==> src/rtl/gol_pkg.sv <==
// Shared types and default sizing for the Game of Life generation scheduler.
package gol_pkg;

  localparam int unsigned SeedFramesDefault = 2;
  localparam int unsigned DivW              = 4;
  localparam int unsigned GenW              = 16;

  // Encoding is visible on the debug/LED output, so it is fixed explicitly.
  typedef enum logic [1:0] {
    StSeed  = 2'd0,
    StRun   = 2'd1,
    StPause = 2'd2,
    StStep  = 2'd3
  } gol_state_e;

endpackage

==> src/rtl/gol_frame_div.sv <==
// Frame-rate divider: counts generation boundaries and flags when the live
// divide value has been reached or overtaken.
module gol_frame_div
  import gol_pkg::*;
#(
  parameter int unsigned DIV_W = DivW
) (
  input  logic             clk_i,
  input  logic             rst_i,
  input  logic             clr_i,
  input  logic             adv_i,
  input  logic [DIV_W-1:0] div_i,
  output logic             tick_o
);

  logic [DIV_W-1:0] cnt_q;

  // >= rather than == so a div lowered below the running count fires at once.
  assign tick_o = (cnt_q >= div_i);

  // Count boundaries; wrap to zero on the boundary that ticks.
  always_ff @(posedge clk_i) begin
    if (rst_i || clr_i) begin
      cnt_q <= '0;
    end else if (adv_i) begin
      cnt_q <= tick_o ? '0 : cnt_q + 1'b1;
    end
  end

endmodule

==> src/rtl/gol_gen_sched.sv <==
// Once-per-frame scheduler deciding whether the board pass evolves or holds,
// plus seeding, run/pause/single-step control and speed division.
module gol_gen_sched
  import gol_pkg::*;
#(
  parameter int unsigned SEED_FRAMES = SeedFramesDefault,
  parameter int unsigned DIV_W       = DivW,
  parameter int unsigned GEN_W       = GenW
) (
  input  logic             clk,
  input  logic             rst,
  input  logic             frame_start,
  input  logic             da,
  input  logic             run,
  input  logic             step,
  input  logic             reseed,
  input  logic [DIV_W-1:0] div,
  output logic             cell_ena,
  output logic             evolve,
  output logic             seed,
  output logic [GEN_W-1:0] gen_count,
  output logic [1:0]       state
);

  localparam int unsigned SeedCntW = (SEED_FRAMES < 2) ? 1 : $clog2(SEED_FRAMES);
  localparam logic [SeedCntW-1:0] SeedLast = SeedCntW'(SEED_FRAMES - 1);

  gol_state_e          state_q;
  logic [SeedCntW-1:0] seed_cnt_q;
  logic                step_q;
  logic                reseed_q;
  logic                step_req;
  logic                reseed_req;
  logic                div_adv;
  logic                div_clr;
  logic                div_tick;

  // A pulse coincident with frame_start is honoured at that same boundary.
  assign step_req   = step_q | step;
  assign reseed_req = reseed_q | reseed;

  // Divider only advances on RUN boundaries that stay in RUN; any other
  // boundary leaves it at zero so a fresh RUN starts a full div+1 period.
  assign div_adv = frame_start && !reseed_req && (state_q == StRun) && run;
  assign div_clr = frame_start && !div_adv;

  gol_frame_div #(
    .DIV_W(DIV_W)
  ) u_frame_div (
    .clk_i (clk),
    .rst_i (rst),
    .clr_i (div_clr),
    .adv_i (div_adv),
    .div_i (div),
    .tick_o(div_tick)
  );

  assign state = state_q;

  // Scheduler FSM: request latches every cycle, decisions on frame_start only.
  always_ff @(posedge clk) begin
    if (rst) begin
      state_q    <= StSeed;
      seed       <= 1'b1;
      evolve     <= 1'b0;
      cell_ena   <= 1'b0;
      gen_count  <= '0;
      seed_cnt_q <= '0;
      step_q     <= 1'b0;
      reseed_q   <= 1'b0;
    end else begin
      cell_ena <= da;
      if (!frame_start) begin
        if (step)   step_q   <= 1'b1;
        if (reseed) reseed_q <= 1'b1;
      end else begin
        step_q   <= step_req;
        reseed_q <= 1'b0;
        if (reseed_req) begin
          state_q    <= StSeed;
          seed       <= 1'b1;
          evolve     <= 1'b0;
          gen_count  <= '0;
          seed_cnt_q <= '0;
          step_q     <= 1'b0;
        end else begin
          unique case (state_q)
            StSeed: begin
              evolve <= 1'b0;
              if (seed_cnt_q == SeedLast) begin
                seed       <= 1'b0;
                gen_count  <= '0;
                seed_cnt_q <= '0;
                state_q    <= run ? StRun : StPause;
              end else begin
                seed_cnt_q <= seed_cnt_q + 1'b1;
              end
            end
            StRun: begin
              step_q <= 1'b0;
              if (!run) begin
                evolve  <= 1'b0;
                state_q <= StPause;
              end else if (div_tick) begin
                evolve    <= 1'b1;
                gen_count <= gen_count + 1'b1;
              end else begin
                evolve <= 1'b0;
              end
            end
            StPause: begin
              if (step_req) begin
                evolve  <= 1'b1;
                step_q  <= 1'b0;
                state_q <= StStep;
              end else begin
                evolve <= 1'b0;
                if (run) state_q <= StRun;
              end
            end
            StStep: begin
              // The frame that just ended carried the single evolved pass.
              gen_count <= gen_count + 1'b1;
              evolve    <= 1'b0;
              state_q   <= run ? StRun : StPause;
            end
            default: state_q <= StSeed;
          endcase
        end
      end
    end
  end

endmodule

==> config.mk <==
export PLATFORM = sky130hd
export DESIGN_NAME = gol_gen_sched
export DESIGN_NICKNAME = d
export VERILOG_FILES = /design/src/rtl/gol_pkg.sv /design/src/rtl/gol_frame_div.sv /design/src/rtl/gol_gen_sched.sv
export SDC_FILE = /design/constraint.sdc
export NUM_CORES = 1
export LEC_CHECK = 0
export BUFFER_PORTS_ARGS = -buffer_cell sky130_fd_sc_hd__buf_4
export CORE_MARGIN = 1.5
export CORE_UTILIZATION = 45
export CTS_CLUSTER_DIAMETER = 50
export DETAILED_ROUTE_END_ITERATION = 8
export HOLD_SLACK_MARGIN = 0.03
export PLACE_DENSITY = 0.78
export SLEW_MARGIN = 20
export SYNTH_ARGS = -nofsm -noshare
export SYNTH_HDL_FRONTEND = slang
export SYNTH_SLANG_ARGS = --single-unit
export TNS_END_PERCENT = 30
==> constraint.sdc <==
create_clock -name clk -period 5.6 [get_ports clk]
set_clock_uncertainty 0.15 [all_clocks]
set_input_delay 0.84 -clock clk [delete_from_list [all_inputs] [get_ports clk]]
set_output_delay 0.84 -clock clk [all_outputs]
set_load 0.01 [all_outputs]
# Yosys cells after proc, flatten, opt, wreduce, memory -nomap -nowiden
# Cells that the tools add are included.
dict set report word_totals {
  out_inout_bits 21
  elab_cells 70
  regBits 28
}
dict set report classes {
  order_cmp 1
  addsub 3
  bitwise 2
  n_eq_ne 8
  reduce_logical 19
  mux 28
}
# cell count
set op_table {}
lappend op_table {{16-bit two-way mux} 4}
lappend op_table {{16-bit one-hot mux with 3 select lines} 1}
lappend op_table {{16-bit by 1-bit adder with 16-bit output, second input constant} 1}
lappend op_table {{1-bit two-way mux} 14}
lappend op_table {{2-bit two-way mux} 6}
lappend op_table {{3-bit inequality test, second input constant} 3}
lappend op_table {{2-bit one-hot mux with 4 select lines} 1}
lappend op_table {{2-bit nonzero test} 3}
lappend op_table {{2-bit OR reduction} 3}
lappend op_table {{5-bit AND reduction} 1}
lappend op_table {{4-bit by 1-bit adder with 4-bit output, second input constant} 1}
lappend op_table {{2-bit equality test, second input constant} 2}
lappend op_table {{4-bit >= comparator} 1}
lappend op_table {{1-bit logical AND} 4}
lappend op_table {{4-bit two-way mux} 1}
lappend op_table {{4-bit inequality test, second input constant} 1}
lappend op_table {{4-bit AND reduction} 1}
lappend op_table {{4-bit nonzero test} 1}
lappend op_table {{3-bit by 2-bit inequality test with 1-bit output, second input constant} 1}
lappend op_table {{1-bit one-hot mux with 3 select lines} 1}
lappend op_table {{3-bit AND reduction} 1}
lappend op_table {{2-bit by 1-bit equality test with 1-bit output, second input constant} 1}
lappend op_table {{1-bit logical NOT} 2}
lappend op_table {{2-bit logical NOT} 1}
lappend op_table {{4 further kinds} 5}

# Logic depth before layout (Yosys ltp)
# Gate-level depths: netlist of run 1.
dict set report depth {
  depth_word 8
  ltp_mapped 8
}

# Cells and area by module
# Synthesis of run 1 repeated with hierarchy kept, for this count alone.
dict set report hier_totals {
  hier_cells 193
  area_unflattened_um2 1640.3
}
# mod area_each_um2 cells_per_inst seq_area_each_um2 n_inst
set by_module_without_submodules {}
lappend by_module_without_submodules {gol_gen_sched 1321.3 159 480.5 1}
lappend by_module_without_submodules {gol_frame_div 319.1 34 80.1 1}

# Least setup slack after synthesis of run 1
# OpenSTA, ideal clock, no wires.
dict set report synth_timing {
  path_type {input port to flip-flop}
  startpoint {in div[3]}
  endpoint {reg gen_count[1]}
  arrival_ns 2.320
  path_buffers 0
  cell_stages 7
  setup_time_ns 0.070
  path_slack_ns 3.060
  cell_sequence {inv_1 ha_1 o211ai_1 o21a_1 o211a_4 or4b_1 a21oi_1}
}
dict set report synth_via {
  elab_chain_cells 3
}
# element line
set synth_lines {}
lappend synth_lines {{start: declaration} gol_gen_sched.sv:17} ;# input logic [DIV_W-1:0] div,
lappend synth_lines {{4-bit >= comparator} gol_frame_div.sv:19} ;# assign tick_o = (cnt_q >= div_i);
lappend synth_lines {{3-bit by 2-bit inequality test with 1-bit output (no line)} n/a}
lappend synth_lines {{5-bit AND reduction (no line)} n/a}
lappend synth_lines {{end signal: assignment} gol_gen_sched.sv:106} ;# gen_count <= gen_count + 1'b1;
lappend synth_lines {{end signal: assignment} gol_gen_sched.sv:123} ;# gen_count <= gen_count + 1'b1;
lappend synth_lines {{end: declaration} gol_gen_sched.sv:21} ;# output logic [GEN_W-1:0] gen_count,
# Every way passes these cells.
# A chain may end at the register's enable or synchronous reset.

# Worst setup path in the final report of run 1
dict set report layout_timing {
  startpoint {reg state_q[0], in the netlist state[0]}
  endpoint {reg gen_count[1]}
}
dict set report layout_via {
  elab_chain_cells 3
}
# element line
set layout_lines {}
lappend layout_lines {{start: declaration} gol_gen_sched.sv:28} ;# gol_state_e state_q;
lappend layout_lines {{start signal: assignment} gol_gen_sched.sv:63} ;# state_q <= StSeed;
lappend layout_lines {{start signal: assignment} gol_gen_sched.sv:80} ;# state_q <= StSeed;
lappend layout_lines {{start signal: assignment} gol_gen_sched.sv:94} ;# state_q <= run ? StRun : StPause;
lappend layout_lines {{2-bit by 1-bit equality test with 1-bit output, or another cell as far along} gol_gen_sched.sv:87} ;# unique case (state_q)
lappend layout_lines {{3-bit by 2-bit inequality test with 1-bit output (no line), or another cell as far along} n/a}
lappend layout_lines {{5-bit AND reduction (no line) / 16-bit two-way mux (equally long branches)} n/a}
# Several ways; a longest one is shown, not always the timed one.

==> impl_metrics.env, run 1 <==
export IMPL_dr_wl_met2_um=1730
export IMPL_cap_violations=0
export IMPL_period_needed_ns=2.56
export IMPL_rows=22
export IMPL_grt_start_max_net_pins=26
export IMPL_start_kind="flip-flop"
export IMPL_report_final_slew_viol_count=0
export IMPL_yosys_top_cells_area="dfxtp_1, ha_1, a21oi_1"
export IMPL_grt_pass1_vias=1401
export IMPL_antenna_left=0
export IMPL_place_inst=272
export IMPL_wl_per_cell_um=13.6
export IMPL_holdPathEnd="evolve$_SDFFE_PP0P_"
export IMPL_cts_htree_levels=1
export IMPL_yosysSeqAreaShare=0.331
export IMPL_routed_via_count=1621
export IMPL_wl_um=3740
export IMPL_ioPinCount=32
export IMPL_drive_above_1_share=0.198
export IMPL_final_nets=251
export IMPL_worstMarginPinSlew_ns=0.710
export IMPL_cts_resized=0
export IMPL_place_area_um2=1950
export IMPL_syn_avg_cell_area_um2=8.33
export IMPL_synth_edf_count=0
export IMPL_syn_to_final_growth_pct=17.5
export IMPL_fp_dieH_um=64.3
export IMPL_power_density_nw_per_um2=181
export IMPL_r2r_start="state[0]$_SDFFE_PP0P_"
export IMPL_ff2ff_setup_slack_ns=3.04
export IMPL_fin_cells=275
export IMPL_place_congestion=0.792
export IMPL_reg2reg_depth=7
export IMPL_finalHoldViolations=0
export IMPL_synth_cell_types=48
export IMPL_netlist_area_um2=1690
export IMPL_die_w_um=64.3
export IMPL_hold_path_class="flip-flop to flip-flop"
export IMPL_die_area_um2=4140
export IMPL_cts_root_buffer="clkbuf_8"
export IMPL_holdPathStages=2
export IMPL_cts_clk_slew_worst_paths_ns=0.09
export IMPL_status="finished, final reports clean"
export IMPL_cp_end_kind="flip-flop"
export IMPL_tns_ns=0
export IMPL_drc=0
export IMPL_maxSlewHeadroom=0.527
export IMPL_met1_length_um=1790
export IMPL_antenna_found_initial=0
export IMPL_wl_met3_um=171
export IMPL_cts_buffers=3
export IMPL_fill_cells=371
export IMPL_ys_seq_elements=28
export IMPL_power_leakage_nw=0.771
export IMPL_detail_route_first_pass_iterations=4
export IMPL_cts_sinks=28
export IMPL_start_util=0.466
export IMPL_postSynthCellCount=203
export IMPL_clockBufferDepth=2
export IMPL_stdcell_area_um2=1990
export IMPL_clock_latency_ns=0.27
export IMPL_ys_dominant_reg_cell="dfxtp_1"
export IMPL_rsz0062_at_grt="false"
export IMPL_r2r_end="gen_count[1]$_SDFFE_PP0P_"
export IMPL_synthArstFlopShare=0
export IMPL_grt_pass1_wl_um=6420
export IMPL_core_um2=3630
export IMPL_holdBufCountCts=0
export IMPL_post_cts_setup_buffer_count=0
export IMPL_routed_via_density=5.89
export IMPL_antennaDiodeCount=0
export IMPL_multiInputGateArea_um2=1050
export IMPL_seqCellArea_um2=561
export IMPL_timing_fmax_mhz=390
export IMPL_period_share=0.457
export IMPL_crit_required_ns=5.67
export IMPL_cts_tree="yes"
export IMPL_worstHoldStart="evolve$_SDFFE_PP0P_"
export IMPL_cp_max_fo=18
export IMPL_highest_layer="met4"
export IMPL_grt_use_total=0.192
export IMPL_hpwl_um=2610
export IMPL_synth_top_area_share=0.331
export IMPL_numPortBuffers=31
export IMPL_drt_initial_drc_count=160
export IMPL_yosys_warnings=0
export IMPL_crit_arrival_ns=2.63
export IMPL_critPathKind="flip-flop to flip-flop"
export IMPL_yosysTopAreaCell="dfxtp_1"
export IMPL_peakVddDrop_mv=0.0942
export IMPL_synth_net_count=225
export IMPL_setup_viol=0
export IMPL_grt_ovfl_total=0
-- layout make-up --
type / instances / area share
timing repair buffer: 31 / 0.117
clock buffer: 3 / 0.0208
sequential: 28 / 0.282
tap: 48 / 0.0302
multi-input combinational: 155 / 0.531
inverter: 10 / 0.0189
-- report_power, final --
| part | total (mW) | switching, mW | leakage (nW) | internal, mW |
|---|---|---|---|---|
| Clock | 0.111 | 0.0628 | 0.0216 | 0.0484 |
| Sequential | 0.205 | 0.00281 | 0.227 | 0.202 |
| Combinational | 0.0442 | 0.0267 | 0.523 | 0.0175 |
| Total | 0.360 | 0.0923 | 0.771 | 0.268 |
-- flip-flops by register name, indices dropped and copies added, names as in the netlist --
signal / count
seed: 1
step_q: 1
evolve: 1
gen_count: 16
seed_cnt_q: 1
cell_ena: 1
state: 2
reseed_q: 1
u_frame_div.cnt_q: 4
-- worst max path at each step --
stage / cells after the start / startpoint / slack (ns) / to
finish: 7 / state[0]$_SDFFE_PP0P_ / 3.04 / gen_count[1]$_SDFFE_PP0P_
global route: 7 / state[0]$_SDFFE_PP0P_ / 2.85 / gen_count[1]$_SDFFE_PP0P_
CTS: 7 / state[0]$_SDFFE_PP0P_ / 3.04 / gen_count[1]$_SDFFE_PP0P_
detailed placement: 8 / div[3] / 2.81 / gen_count[1]$_SDFFE_PP0P_
global placement: 8 / div[3] / 2.87 / gen_count[1]$_SDFFE_PP0P_
floorplan: 7 / div[3] / 3.06 / gen_count[1]$_SDFFE_PP0P_
-- synthesized netlist by cell type, types with 4 or more instances --
| master | number |
|---|---|
| a21oi_1 | 20 |
| and2_1 | 4 |
| clkbuf_1 | 9 |
| dfxtp_1 | 28 |
| ha_1 | 11 |
| inv_1 | 10 |
| nand2_1 | 15 |
| nand3_1 | 10 |
| nor2_1 | 13 |
| nor3_1 | 6 |
| o21ai_0 | 12 |
| o311ai_0 | 5 |
| o31ai_1 | 5 |
-- placed cells by master, fill, tap and decap left out, drive strengths merged, types with 6 or more instances in the layout --
| cell type | n |
|---|---|
| buf | 31 |
| dfxtp | 28 |
| a21oi | 20 |
| nand2 | 16 |
| nor2 | 14 |
| o21ai | 14 |
| ha | 11 |
| inv | 10 |
| nand3 | 10 |
| nor3 | 6 |
-- metrics by stage --
step | utilization | hold slack, ns | power, mW | setup slack, ns
floorplan | - | 0.331 | 0.239 | 3.06
global route | 0.547 | 0.339 | 0.377 | 2.85
CTS | 0.547 | 0.320 | 0.363 | 3.04
detailed placement | 0.535 | 0.305 | 0.253 | 2.81
global placement | 0.535 | 0.298 | 0.252 | 2.87
finish | 0.547 | 0.320 | 0.360 | 3.04
-- metal layers --
layer / vias up / track usage
met5: - / 0
li1: 814 / -
met3: 4 / 0.0229
met2: 46 / 0.290
met1: 757 / 0.279
met4: 0 / 0.0691
-- logic make-up after synthesis --
family | synth area share
mux | 0.00592
fa+ha+maj | 0.0814
simple gates | 0.260
flops | 0.331
compound gates | 0.261
xor+xnor | 0.0155
buf+inv | 0.0451
-- critical path: stages, from the launching register on --
cell and delay [ns]:
dfxtp_1 0.46, inv_1 0.10, ha_1 0.36, nor2b_2 0.19, o21ai_2 0.15, nand2_1 0.35, or4b_1 0.61, a21oi_1 0.14
(Power assumes the default switching activity.)
==> run 2, diff against run 1 <==
--- a/config.mk
+++ b/config.mk
@@ -5,13 +5,14 @@
 export SDC_FILE = /design/constraint.sdc
 export NUM_CORES = 1
 export LEC_CHECK = 0
+export ABC_AREA = 1
 export BUFFER_PORTS_ARGS = -buffer_cell sky130_fd_sc_hd__buf_4
 export CORE_MARGIN = 1.5
 export CORE_UTILIZATION = 45
 export CTS_CLUSTER_DIAMETER = 50
 export DETAILED_ROUTE_END_ITERATION = 8
 export HOLD_SLACK_MARGIN = 0.03
-export PLACE_DENSITY = 0.78
+export PLACE_DENSITY = 0.77
 export SLEW_MARGIN = 20
 export SYNTH_ARGS = -nofsm -noshare
 export SYNTH_HDL_FRONTEND = slang
==> constraint.sdc (replaced) <==
create_clock -name clk -period 2.6 [get_ports clk]
set_clock_uncertainty 0.15 [all_clocks]
set_input_delay 0.39 -clock clk [delete_from_list [all_inputs] [get_ports clk]]
set_output_delay 0.39 -clock clk [all_outputs]
set_load 0.01 [all_outputs]
==> impl_metrics.env, run 2 <==
export IMPL_rows=23
export IMPL_netlist_area_um2=1910
export IMPL_cap_violations=0
export IMPL_cp_max_fo=22
export IMPL_fin_cells=390
export IMPL_die_area_um2=4640
export IMPL_antenna_left=0
export IMPL_timing_fmax_mhz=497
export IMPL_ioPinCount=32
export IMPL_status="finished, final reports clean"
export IMPL_routed_via_density=4.76
export IMPL_hold_path_class="primary input to flip-flop"
export IMPL_ys_dominant_reg_cell="dfxtp_1"
export IMPL_place_congestion=0.844
export IMPL_core_um2=4030
export IMPL_grt_pass1_vias=1665
export IMPL_r2r_end="gen_count[10]$_SDFFE_PP0P_"
export IMPL_yosys_warnings=0
export IMPL_fin_hold_ws_ns=0.160
export IMPL_period_share=0.774
export IMPL_drt_initial_drc_count=69
export IMPL_worstMarginPinSlew_ns=0.486
export IMPL_antenna_found_initial=0
export IMPL_cts_root_buffer="clkbuf_8"
export IMPL_r2r_start="state[0]$_SDFFE_PP0P_"
export IMPL_final_cell_mix="nand2_1, inv_1, nor2_1"
export IMPL_yosys_top_cells_area="dfxtp_1, nand2_1, inv_1"
export IMPL_utilization=0.552
export IMPL_ff2ff_setup_slack_ns=0.59
export IMPL_report_final_slew_viol_count=0
export IMPL_holdBufCountCts=0
export IMPL_postSynthCellCount=310
export IMPL_peakVddDrop_mv=0.232
export IMPL_setup_viol=0
export IMPL_stdcell_area_um2=2230
export IMPL_layout_commonest_cell="nand2_1"
export IMPL_place_inst=386
export IMPL_yosysTopAreaCell="dfxtp_1"
export IMPL_start_kind="flip-flop"
export IMPL_die_w_um=68.1
export IMPL_grt_ovfl_total=0
export IMPL_period_needed_ns=2.01
export IMPL_reg2reg_depth=10
export IMPL_power_leakage_nw=1.07
export IMPL_cts_htree_levels=1
export IMPL_cts_buffers=3
export IMPL_switching_share=0.305
export IMPL_grt_start_max_net_pins=23
export IMPL_hpwl_um=3040
export IMPL_synth_net_count=332
export IMPL_routed_via_count=1857
export IMPL_fp_dieH_um=68.1
export IMPL_power_density_nw_per_um2=431
export IMPL_place_area_um2=2170
export IMPL_synthArstFlopShare=0
export IMPL_drive_above_1_share=0.150
export IMPL_synth_common_cells="nand2_1, inv_1, nor2_1, nand3_1, dfxtp_1"
export IMPL_post_cts_setup_buffer_count=0
export IMPL_tns_ns=0
export IMPL_antennaDiodeCount=0
export IMPL_cts_tree="yes"
export IMPL_clock_power_share=0.283
export IMPL_numPortBuffers=31
export IMPL_start_util=0.473
export IMPL_synth_top_area_share=0.294
export IMPL_top_register="gen_count"
export IMPL_crit_required_ns=2.66
export IMPL_cts_clk_slew_worst_paths_ns=0.09
export IMPL_wl_per_cell_um=10.1
export IMPL_syn_avg_cell_area_um2=6.15
export IMPL_cts_sinks=28
export IMPL_cp_startpoint="state[0]$_SDFFE_PP0P_"
export IMPL_critPathKind="flip-flop to flip-flop"
export IMPL_finalHoldViolations=0
export IMPL_drc=0
export IMPL_critPathCapture="gen_count[10]$_SDFFE_PP0P_"
export IMPL_syn_to_final_growth_pct=16.7
export IMPL_intPower_mw=0.667
export IMPL_rsz0062_at_grt="false"
export IMPL_detail_route_first_pass_iterations=4
export IMPL_yosysSeqAreaShare=0.294
export IMPL_clock_latency_ns=0.27
export IMPL_seqPwrFrac=0.482
export IMPL_p_sw_mw=0.293
export IMPL_pwr_share_comb=0.234
export IMPL_synth_most_common_cell="nand2_1"
export IMPL_cp_end_kind="flip-flop"
export IMPL_synth_edf_count=0
export IMPL_cts_resized=0
export IMPL_largest_reg_flops=16
export IMPL_grt_use_total=0.190
export IMPL_ys_seq_elements=28
export IMPL_wl_um=3940
export IMPL_maxSlewHeadroom=0.674
export IMPL_grt_pass1_wl_um=6860
export IMPL_crit_arrival_ns=2.08
export IMPL_clockBufferDepth=2
export IMPL_synth_cell_types=29
export IMPL_final_nets=363
==> run 2: cell types whose count changed in the layout (fill, tap and decap cells not counted), sizes merged, moves of 4 or more <==
cell    delta
nand2     +61
inv       +48
nor2      +37
nand3     +28
a21oi     -11
o311ai     -5
o31ai      -5
and2       -4
nor3b      -4
==> run 2: critical path, cell delays in order, from the launching register on <==
cell     delay [ns]
dfxtp_1        0.44
inv_1          0.12
ha_1           0.32
inv_1          0.12
a21oi_1        0.08
nand2_1        0.14
buf_4          0.27
nand3_1        0.10
nand2_1        0.07
inv_1          0.03
nor2_1         0.09
==> run 2: metrics by stage <==
| stage | total power, mW | worst slack (ns) |
|---|---|---|
| floorplan | 0.634 | 0.812 |
| global placement | 0.692 | 0.598 |
| detailed placement | 0.697 | 0.532 |
| CTS | 0.968 | 0.596 |
| global route | 1.02 | 0.401 |
| finish | 0.960 | 0.587 |
==> run 2: how the worst min path moves through the flow <==
stage | start | end | slack (ns) | cells past startpoint
after CTS | da | cell_ena$_SDFF_PP0_ | 0.16 | 3
after global placement | seed_cnt_q$_SDFFE_PP0P_ | seed_cnt_q$_SDFFE_PP0P_ | 0.30 | 2
after global routing | da | cell_ena$_SDFF_PP0_ | 0.18 | 3
after detailed placement | seed_cnt_q$_SDFFE_PP0P_ | seed_cnt_q$_SDFFE_PP0P_ | 0.31 | 2
after floorplan | seed_cnt_q$_SDFFE_PP0P_ | seed_cnt_q$_SDFFE_PP0P_ | 0.29 | 2
final | da | cell_ena$_SDFF_PP0_ | 0.16 | 3
==> run 2: metal layers <==
layer | wire, um | part of all wire | track usage | up-vias
met4 | 46 | 0.012 | 0.0525 | 0
li1 | - | - | - | 1022
met3 | 207 | 0.053 | 0.0164 | 4
met2 | 1730 | 0.44 | 0.316 | 47
met5 | 0 | 0 | 0 | -
met1 | 1950 | 0.50 | 0.261 | 784
==> run 2: power groups by stage <==
stage | Sequential (mW) | Combinational, mW | Clock, mW
after CTS | 0.463 | 0.225 | 0.279
after global placement | 0.472 | 0.220 | 0
after detailed placement | 0.473 | 0.224 | 0
after floorplan | 0.475 | 0.158 | 0
final | 0.463 | 0.225 | 0.272
after global routing | 0.466 | 0.259 | 0.294
==> run 2: kinds of logic after synthesis <==
family,count (synthesis),synth area share
xor+xnor,1,0.00459
buf+inv,66,0.142
simple gates,180,0.417
flops,28,0.294
compound gates,24,0.0702
fa+ha+maj,11,0.0722
==> run 2: final cells by class <==
| class | count | area (um^2) |
|---|---|---|
| clock buffer | 4 | 55.1 |
| fill | 411 | 1800 |
| inverter | 59 | 224 |
| multi-input combinational | 216 | 1080 |
| sequential | 28 | 561 |
| tap | 50 | 62.6 |
| timing repair buffer | 33 | 248 |
==> run 3, diff against run 2 <==
--- a/config.mk
+++ b/config.mk
@@ -5,14 +5,14 @@
 export SDC_FILE = /design/constraint.sdc
 export NUM_CORES = 1
 export LEC_CHECK = 0
-export ABC_AREA = 1
+export ABC_AREA = 0
 export BUFFER_PORTS_ARGS = -buffer_cell sky130_fd_sc_hd__buf_4
 export CORE_MARGIN = 1.5
 export CORE_UTILIZATION = 45
 export CTS_CLUSTER_DIAMETER = 50
 export DETAILED_ROUTE_END_ITERATION = 8
 export HOLD_SLACK_MARGIN = 0.03
-export PLACE_DENSITY = 0.77
+export PLACE_DENSITY = 0.81
 export SLEW_MARGIN = 20
 export SYNTH_ARGS = -nofsm -noshare
 export SYNTH_HDL_FRONTEND = slang
==> constraint.sdc (replaced) <==
create_clock -name clk -period 1.7 [get_ports clk]
set_clock_uncertainty 0.15 [all_clocks]
set_input_delay 0.255 -clock clk [delete_from_list [all_inputs] [get_ports clk]]
set_output_delay 0.255 -clock clk [all_outputs]
set_load 0.01 [all_outputs]
==> impl_metrics.env, run 3 (synthesis gave the netlist of run 1 again) <==
export IMPL_status="finished with violations"
export IMPL_violations="setup timing"
export IMPL_antennaDiodeCount=0
export IMPL_core_um2=3630
export IMPL_wl_per_cell_um=16.6
export IMPL_critPathKind="flip-flop to flip-flop"
export IMPL_worstHoldStart="da"
export IMPL_power_leakage_nw=1.09
export IMPL_critPathTopFamily="compound AO/OA/AOI/OAI gates"
export IMPL_crit_required_ns=1.76
export IMPL_place_inst=320
export IMPL_maxSlewHeadroom=0.710
export IMPL_grt_start_max_net_pins=26
export IMPL_cpPeakStageDelay_ns=0.53
export IMPL_final_cell_mix="buf_4, dfxtp_1, a21oi_1"
export IMPL_cp_max_fo=6
export IMPL_utilization=0.746
export IMPL_holdBufCountCts=0
export IMPL_start_util=0.466
export IMPL_reg2reg_depth=6
export IMPL_die_area_um2=4140
export IMPL_timing_fmax_mhz=472
export IMPL_dp_slack_ns=-0.423
export IMPL_cts_htree_levels=1
export IMPL_drive_above_1_share=0.482
export IMPL_grt_ovfl_total=0
export IMPL_clock_latency_ns=0.27
export IMPL_finalHoldViolations=0
export IMPL_cts_buffers=3
export IMPL_fin_ws_ns=-0.417
export IMPL_cp_startpoint="u_frame_div.cnt_q[3]$_SDFFE_PP0P_"
export IMPL_drc=0
export IMPL_period_share=1.25
export IMPL_power_density_nw_per_um2=494
export IMPL_numPortBuffers=31
export IMPL_cts_sinks=28
export IMPL_fill_cells=270
export IMPL_rsz0062_at_grt="true"
export IMPL_crit_chain="ha_4, o211ai_1, o21a_2, o211a_4, or4b_4, a21oi_2"
export IMPL_drt_initial_drc_count=164
export IMPL_worstPathBufferInverterCount=0
export IMPL_cap_violations=0
export IMPL_rows=22
export IMPL_clockBufferDepth=2
export IMPL_critPathCapture="gen_count[1]$_SDFFE_PP0P_"
export IMPL_r2r_end="gen_count[1]$_SDFFE_PP0P_"
export IMPL_total_power_mw=1.34
export IMPL_start_kind="flip-flop"
export IMPL_fp_dieH_um=64.3
export IMPL_cts_tree="yes"
export IMPL_syn_to_final_growth_pct=60.2
export IMPL_place_congestion=0.848
export IMPL_routed_via_count=1965
export IMPL_wl_um=5520
export IMPL_grt_pass1_vias=1798
export IMPL_final_nets=307
export IMPL_cp_slowest_cell="or4b_4"
export IMPL_routed_via_density=5.92
export IMPL_fin_hold_ws_ns=0.0539
export IMPL_r2r_start="u_frame_div.cnt_q[3]$_SDFFE_PP0P_"
export IMPL_period_needed_ns=2.12
export IMPL_layout_commonest_cell="buf_4"
export IMPL_peakVddDrop_mv=0.344
export IMPL_cts_root_buffer="clkbuf_8"
export IMPL_antenna_found_initial=0
export IMPL_report_final_slew_viol_count=0
export IMPL_grt_use_total=0.253
export IMPL_crit_arrival_ns=2.18
export IMPL_cp_end_kind="flip-flop"
export IMPL_worstMarginPinSlew_ns=0.434
export IMPL_antenna_left=0
export IMPL_largest_reg_flops=16
export IMPL_ioPinCount=32
export IMPL_die_w_um=64.3
export IMPL_detail_route_first_pass_iterations=4
export IMPL_fin_cells=332
export IMPL_hpwl_um=3390
export IMPL_top_register="gen_count"
export IMPL_hold_path_class="primary input to flip-flop"
export IMPL_setup_viol=23
export IMPL_path_depth=6
export IMPL_cts_clk_slew_worst_paths_ns=0.10
export IMPL_ff2ff_setup_slack_ns=-0.42
export IMPL_grt_pass1_wl_um=8300
-- run 3: per-stage QoR --
step | area, um^2 | TNS [ns]
after floorplan | 1780 | -3.20
after global placement | 2410 | -5.44
after global routing | 2710 | -6.91
after CTS | 2620 | -5.00
after detailed placement | 2410 | -6.26
final | 2710 | -5.31
-- run 3: power by group --
group / internal (mW) / switching (mW)
clock: 0.207 / 0.205
sequential: 0.665 / 0.00912
combinational: 0.116 / 0.135
-- run 3: routing by layer --
metal,GRT usage,vias up,part of all wire
met1,0.302,956,0.41
met4,0.0665,0,0.017
met5,0,-,0
met2,0.470,67,0.53
li1,-,932,-
met3,0.0352,10,0.041
-- run 3: how the worst min path moves through the flow --
stage	to	slack [ns]	cells after the start
6_report	cell_ena$_SDFF_PP0_	0.05	2
5_1_grt	cell_ena$_SDFF_PP0_	0.07	2
4_1_cts	cell_ena$_SDFF_PP0_	0.05	2
3_5_place_dp	evolve$_SDFFE_PP0P_	0.31	2
3_3_place_gp	evolve$_SDFFE_PP0P_	0.31	2
2_1_floorplan	cell_ena$_SDFF_PP0_	0.23	1
-- run 3: what timing repair did --
item                                    in CTS  in global routing
buffers inserted                             5                  3
cloned                                       1                  0
gates resized for setup                     24                 17
pin swaps                                   13                 18
endpoints found under the setup margin      22                 23
-- run 3: worst reg2reg max path, stage by stage, from the launching register on --
cell and delay, ns:
dfxtp_2 0.35, ha_4 0.27, o211ai_1 0.08, o21a_2 0.24, o211a_4 0.30, or4b_4 0.53
a21oi_2 0.14
-- run 3: cell type report --
type / count / area (um^2) / area share
Inverter: 10 / 42.5 / 0.0157
Sequential cell: 28 / 571 / 0.211
Tap cell: 48 / 60.1 / 0.0222
Timing Repair Buffer: 86 / 681 / 0.251
Clock buffer: 4 / 55.1 / 0.0203
Multi-Input combinational cell: 156 / 1300 / 0.480
